--- src/rtl/lrf_axis_delay_line.sv ---
// AXI-Stream delay line: DELAY elastic stages with a per-stage ready chain, plus frame counting.
// Optional LRF_FRAME_CHECK_EN regenerates tlast from the beat count and flags misplaced input tlast.
module lrf_axis_delay_line #(
  parameter int PIXELS_PER_BEAT = 16,
  parameter int IMAGE_DIM       = 512,
  parameter int DATA_WIDTH      = 8 * PIXELS_PER_BEAT,
  parameter int DELAY           = 10,
  parameter int FRAME_BEATS     = IMAGE_DIM * IMAGE_DIM / PIXELS_PER_BEAT,
  parameter int CNT_W           = 16
) (
  input  logic                  s_axis_aclk,
  input  logic                  s_axis_areset,
  input  logic [DATA_WIDTH-1:0] s_axis_tdata,
  input  logic                  s_axis_tvalid,
  output logic                  s_axis_tready,
  input  logic                  s_axis_tlast,
  output logic [DATA_WIDTH-1:0] m_axis_tdata,
  output logic                  m_axis_tvalid,
  input  logic                  m_axis_tready,
  output logic                  m_axis_tlast,
  output logic [CNT_W-1:0]      frame_count,
  output logic                  frame_err
);

  localparam int BCW = (FRAME_BEATS > 1) ? $clog2(FRAME_BEATS) : 1;
  localparam logic [BCW-1:0] LAST_BEAT = BCW'(FRAME_BEATS - 1);

  logic [DELAY-1:0]      vld_q, vld_d;
  logic [DATA_WIDTH-1:0] data_q [DELAY];
  logic [DATA_WIDTH-1:0] data_d [DELAY];
  logic [DELAY:0]        rdy;
  logic [BCW-1:0]        out_cnt_q, out_cnt_d;
  logic [CNT_W-1:0]      frame_cnt_q, frame_cnt_d;
  logic                  in_xfer, out_xfer;

  // rdy[i] expanded as "downstream ready or any stage at/after i empty" to avoid a self-referencing vector
  always_comb begin
    for (int unsigned i = 0; i <= DELAY; i++) begin
      rdy[i] = m_axis_tready;
      for (int unsigned j = i; j < DELAY; j++) begin
        if (!vld_q[j]) rdy[i] = 1'b1;
      end
    end
  end

  assign s_axis_tready = rdy[0];
  assign in_xfer       = s_axis_tvalid & rdy[0];
  assign out_xfer      = vld_q[DELAY-1] & m_axis_tready;
  assign m_axis_tvalid = vld_q[DELAY-1];
  assign m_axis_tdata  = data_q[DELAY-1];
  assign frame_count   = frame_cnt_q;

  always_comb begin
    vld_d  = vld_q;
    data_d = data_q;
    if (rdy[0]) begin
      vld_d[0]  = s_axis_tvalid;
      data_d[0] = s_axis_tdata;
    end
    for (int unsigned i = 1; i < DELAY; i++) begin
      if (rdy[i]) begin
        vld_d[i]  = vld_q[i-1];
        data_d[i] = data_q[i-1];
      end
    end
  end

  always_comb begin
    out_cnt_d   = out_cnt_q;
    frame_cnt_d = frame_cnt_q;
    if (out_xfer) begin
      if (out_cnt_q == LAST_BEAT) begin
        out_cnt_d   = '0;
        frame_cnt_d = frame_cnt_q + CNT_W'(1);
      end else begin
        out_cnt_d = out_cnt_q + BCW'(1);
      end
    end
  end

  always_ff @(posedge s_axis_aclk or posedge s_axis_areset) begin
    if (s_axis_areset) begin
      vld_q       <= '0;
      out_cnt_q   <= '0;
      frame_cnt_q <= '0;
      for (int unsigned i = 0; i < DELAY; i++) data_q[i] <= '0;
    end else begin
      vld_q       <= vld_d;
      out_cnt_q   <= out_cnt_d;
      frame_cnt_q <= frame_cnt_d;
      for (int unsigned i = 0; i < DELAY; i++) data_q[i] <= data_d[i];
    end
  end

`ifdef LRF_FRAME_CHECK_EN
  logic [BCW-1:0] in_cnt_q, in_cnt_d;
  logic           frame_err_q, frame_err_d;

  always_comb begin
    in_cnt_d    = in_cnt_q;
    frame_err_d = frame_err_q;
    if (in_xfer) begin
      in_cnt_d = (in_cnt_q == LAST_BEAT) ? '0 : in_cnt_q + BCW'(1);
      if (s_axis_tlast != (in_cnt_q == LAST_BEAT)) frame_err_d = 1'b1;
    end
  end

  always_ff @(posedge s_axis_aclk or posedge s_axis_areset) begin
    if (s_axis_areset) begin
      in_cnt_q    <= '0;
      frame_err_q <= 1'b0;
    end else begin
      in_cnt_q    <= in_cnt_d;
      frame_err_q <= frame_err_d;
    end
  end

  assign frame_err    = frame_err_q;
  assign m_axis_tlast = vld_q[DELAY-1] & (out_cnt_q == LAST_BEAT);
`else
  logic [DELAY-1:0] last_q, last_d;

  always_comb begin
    last_d = last_q;
    if (rdy[0]) last_d[0] = s_axis_tlast;
    for (int unsigned i = 1; i < DELAY; i++) begin
      if (rdy[i]) last_d[i] = last_q[i-1];
    end
  end

  always_ff @(posedge s_axis_aclk or posedge s_axis_areset) begin
    if (s_axis_areset) last_q <= '0;
    else               last_q <= last_d;
  end

  assign frame_err    = 1'b0;
  assign m_axis_tlast = last_q[DELAY-1];
`endif

endmodule
--- config.mk ---
export PLATFORM = sky130hd
export DESIGN_NAME = lrf_axis_delay_line
export DESIGN_NICKNAME = d
export VERILOG_FILES = /design/src/rtl/lrf_axis_delay_line.sv
export SDC_FILE = /design/constraint.sdc
export NUM_CORES = 2
export LEC_CHECK = 0
export ABC_AREA = 1
export CORE_ASPECT_RATIO = 0.7
export CORE_MARGIN = 1.5
export CORE_UTILIZATION = 30
export DETAILED_ROUTE_END_ITERATION = 12
export PLACE_DENSITY = 0.56
export SYNTH_ARGS = -nofsm -noshare
export SYNTH_HDL_FRONTEND = slang
export SYNTH_SLANG_ARGS = --single-unit
--- constraint.sdc ---
create_clock -name s_axis_aclk -period 60 [get_ports s_axis_aclk]
set_input_delay 12 -clock s_axis_aclk [delete_from_list [all_inputs] [get_ports s_axis_aclk]]
set_output_delay 12 -clock s_axis_aclk [all_outputs]
set_load 0.1 [all_outputs]
# == Word-level counts from Yosys, hierarchy flattened ==
# Index checks and enable logic that the tools add are counted.
# word_totals
out_inout_bits,148
register_bits,1330
in_bits,133
# op_classes
eq_ne,1
n_addsub,2
reduce_logical,1
bitwise,1
muxes,56
# op_table
op,count
$mux W1,55
$add A16 B1 Y16 const B,1
$add A14 B1 Y14 const B,1
$eq A14 B14 Y1 const B,1
$mux W14,1
$reduce_and A2 Y1,1
$and A1 B1 Y1,1

# == Depth between registers and ports, before layout ==
# depth
word_depth,10
mapped_depth,10

# == Worst setup path after synthesis ==
# OpenSTA, ideal clock, no wires.
# synth_path
kind,input to output
startpoint,in m_axis_tready
endpoint,out s_axis_tready
path_slack_ps,34632
arrival_ps,13368
required_ps,48000
path_stages,5
path_cell_list,inv_1 -> nand4_1 -> nor3_1 -> nand4_1 -> clkbuf_1
# synth_via
elab_chain_cells,10
# synth_rtl
element,line_no,rtl
start: declaration,19,"input logic m_axis_tready,"
$mux W1 (10 in series),41,if (!vld_q[j]) rdy[i] = 1'b1;
end: declaration,15,"output logic s_axis_tready,"
# No other way between the ends.

# == Worst setup path after layout ==
# Ends and elaborated chain as after synthesis.

==> results.json <==
{
  "cp-start-kind": "primary input",
  "worst_slew_margin_rel_pct": 21.6,
  "cts_made_buffers": 143,
  "r2r_slack_ns": 55.82,
  "post-route-util_pct": 35.3,
  "rows": 126,
  "finalSetupViolations": 0,
  "grt_max_degree": 259,
  "final_nets": 5507,
  "post_drt_via_cell_ratio": 4.28,
  "ant_nets": 0,
  "arrival_ns": 14.70,
  "peakVddDrop_mv": 0.0410,
  "grt.overflow.total": 0,
  "drv_slew": 0,
  "ctsResizeCount": 0,
  "fin_crit_ns": 26.70,
  "clk_path_buf_depth": 3,
  "ios": 281,
  "p_clk_share_pct": 29.4,
  "synth_seq_cells": 1330,
  "grt_pass1_wl_um": 194000,
  "avgRoutedWirePerCell_um": 15.7,
  "synth_top_cell_by_area": "dfrtp_1",
  "h-tree-depth": 4,
  "post-dp-hpwl_um": 77100,
  "drtIter0Drc": 2699,
  "seq_power_share_pct": 44.0,
  "grt_pass1_vias": 32500,
  "die_h_um": 347,
  "rsz0062_at_grt": "false",
  "mostFrequentLayoutCell": "nand2_1",
  "crit-reg2reg-launch": "vld_q[9]",
  "cp_max_fo": 3,
  "yosysSeqAreaShare_pct": 65.5,
  "switchingPower_mw": 1.08,
  "p_leak_nw": 29.2,
  "hp-class": "reg -> reg",
  "syn_to_final_growth_pct": 17.0,
  "clkSinkCount": 1330,
  "postPlaceCellArea_sq_um": 54700,
  "swShare_pct": 36.0,
  "clock_latency_ns": 0.76,
  "start_util_pct": 30.2,
  "crit_type": "in -> out",
  "cts-root-buf": "clkbuf_16",
  "wirelength_um": 121000,
  "final_cell_area_sq_um": 59400,
  "cts_tree": "yes",
  "hold_end": "data_q[191]",
  "path_clk_slew_ns": 0.06,
  "p_per_area_nw_per_um2": 50.3,
  "antenna_found_initial": 0,
  "syn_nets": 5455,
  "post_cts_buffers": 0,
  "crit_required_ns": 48.00,
  "antenna_cells": 0,
  "worst_pin_slew_ns": 1.17,
  "core-area_sq_um": 168000,
  "fin_crit_sh_pct": 44.5,
  "finClkSkew_ns": 0.0321,
  "clock.fmax_mhz": 37.5,
  "hold_viol": 0,
  "firstDrtPassIters": 5,
  "maxCapViolCount": 0,
  "r2r_end": "data_q[1143]",
  "critPathCaptureType": "output pin",
  "layout-drive-gt1-share_pct": 7.27,
  "reg2reg_depth": 10,
  "syn_inst": 5320,
  "p_int_mw": 1.91,
  "ctsHoldBuffers": 0,
  "final_cell_mix": "nand2_1, dfrtp_1, o21ai_0",
  "holdPathStages": 2,
  "min_from": "data_q[319]",
  "die_area_sq_um": 172000,
  "track_usage_pct": 14.3,
  "vias": 33000,
  "netlist_area_sq_um": 50800,
  "syn_avg_cell_area_sq_um": 9.55,
  "combPwrFrac_pct": 26.5,
  "yosysUniqueCellTypes": 28,
  "yosys_warnings": 0,
  "synthTopCellsByArea": "dfrtp_1, nand2_1, o21ai_0",
  "remaining_drc_errors": 0,
  "place_congestion": 0.772,
  "p_total_mw": 2.99,
  "finalSetupTns_ns": 0,
  "die_w_um": 495,
  "port_buffers": 279,
  "synth_top_area_share_pct": 65.5,
  "status": "finished clean"
}
how the worst max path moves through the flow:
stage,from,to
6_report,m_axis_tready,s_axis_tready
3_3_place_gp,m_axis_tready,s_axis_tready
4_1_cts,m_axis_tready,s_axis_tready
3_5_place_dp,m_axis_tready,s_axis_tready
2_1_floorplan,s_axis_areset,data_q[1000]
5_1_grt,m_axis_tready,s_axis_tready
area by class of cell:
class	count	area, sq um
fill	17200	109000
sequential	1330	33300
multi-input combinational	3279	14300
clock buffer	221	4360
timing repair buffer	318	3140
tap	2240	2800
inverter	300	1140
clock inverter	26	369
routing by layer:
layer,vias up,part of all wire [%],global-route usage (%)
met5,-,0,0
met4,0,2.9,4.96
met3,196,3.1,2.01
met2,469,38,18.3
met1,15800,56,23.6
li1,16600,-,-
power by group through the flow:
stage	Combinational [mW]	Sequential (mW)	Clock, mW
floorplan	0.654	1.29	0
global placement	0.791	1.33	0
detailed placement	0.802	1.33	0
CTS	0.806	1.32	0.904
global route	0.873	1.35	0.940
finish	0.794	1.32	0.880
metrics by stage:
stage                     hold WS, ns  instances  worst slack [ns]
after floorplan                 0.435       5320             10.51
after global placement          0.439       7467             33.13
after detailed placement        0.452       7467             33.19
after CTS                       0.451       7714             33.17
after global routing            0.465       7714             33.05
final                           0.453       7714             33.30
sequential cells by signal, summed over array words and instances (netlist names):
signal / cells
data_q: 1152
m_axis_tdata: 128
frame_count: 16
out_cnt_q: 14
last_q: 10
vld_q: 10
cell usage after synthesis:
library cell  count
o21bai_1          1
ha_1              2
nand3b_1          1
nand3_1         148
xor2_1           11
xnor2_1           4
nand2_1        2407
or2_2             4
mux2_2          129
clkbuf_1        212
buf_4           129
nor2_1           24
a21oi_1           4
nand4_4           1
nor3_1            7
nor3b_1           1
inv_2             2
nand4_1           5
buf_1             5
dfrtp_1        1330
o211a_1           1
nand3_2           1
nor2_4            2
inv_1           298
conb_1            1
nor2_2            1
buf_2            65
o21ai_0         524
worst max-delay path: stages:
cell             delay, ns
clkdlybuf4s50_1       0.48
inv_1                 0.20
nand4_1               0.28
nor3_1                0.41
nand4_1               0.27
clkdlybuf4s50_1       1.05
logic make-up after synthesis:
kind of cell             count (synthesis)  synth area share (%)
AND/OR/NAND/NOR                       2602                  19.7
buffers and inverters                  711                  6.36
other                                    1               0.00738
XOR/XNOR                                15                 0.258
multiplexers                           129                  2.86
AO/OA/AOI/OAI                          530                  5.23
adder cells (fa/ha/maj)                  2                0.0492
flip-flops                            1330                  65.5
(Power assumes the default switching activity.)
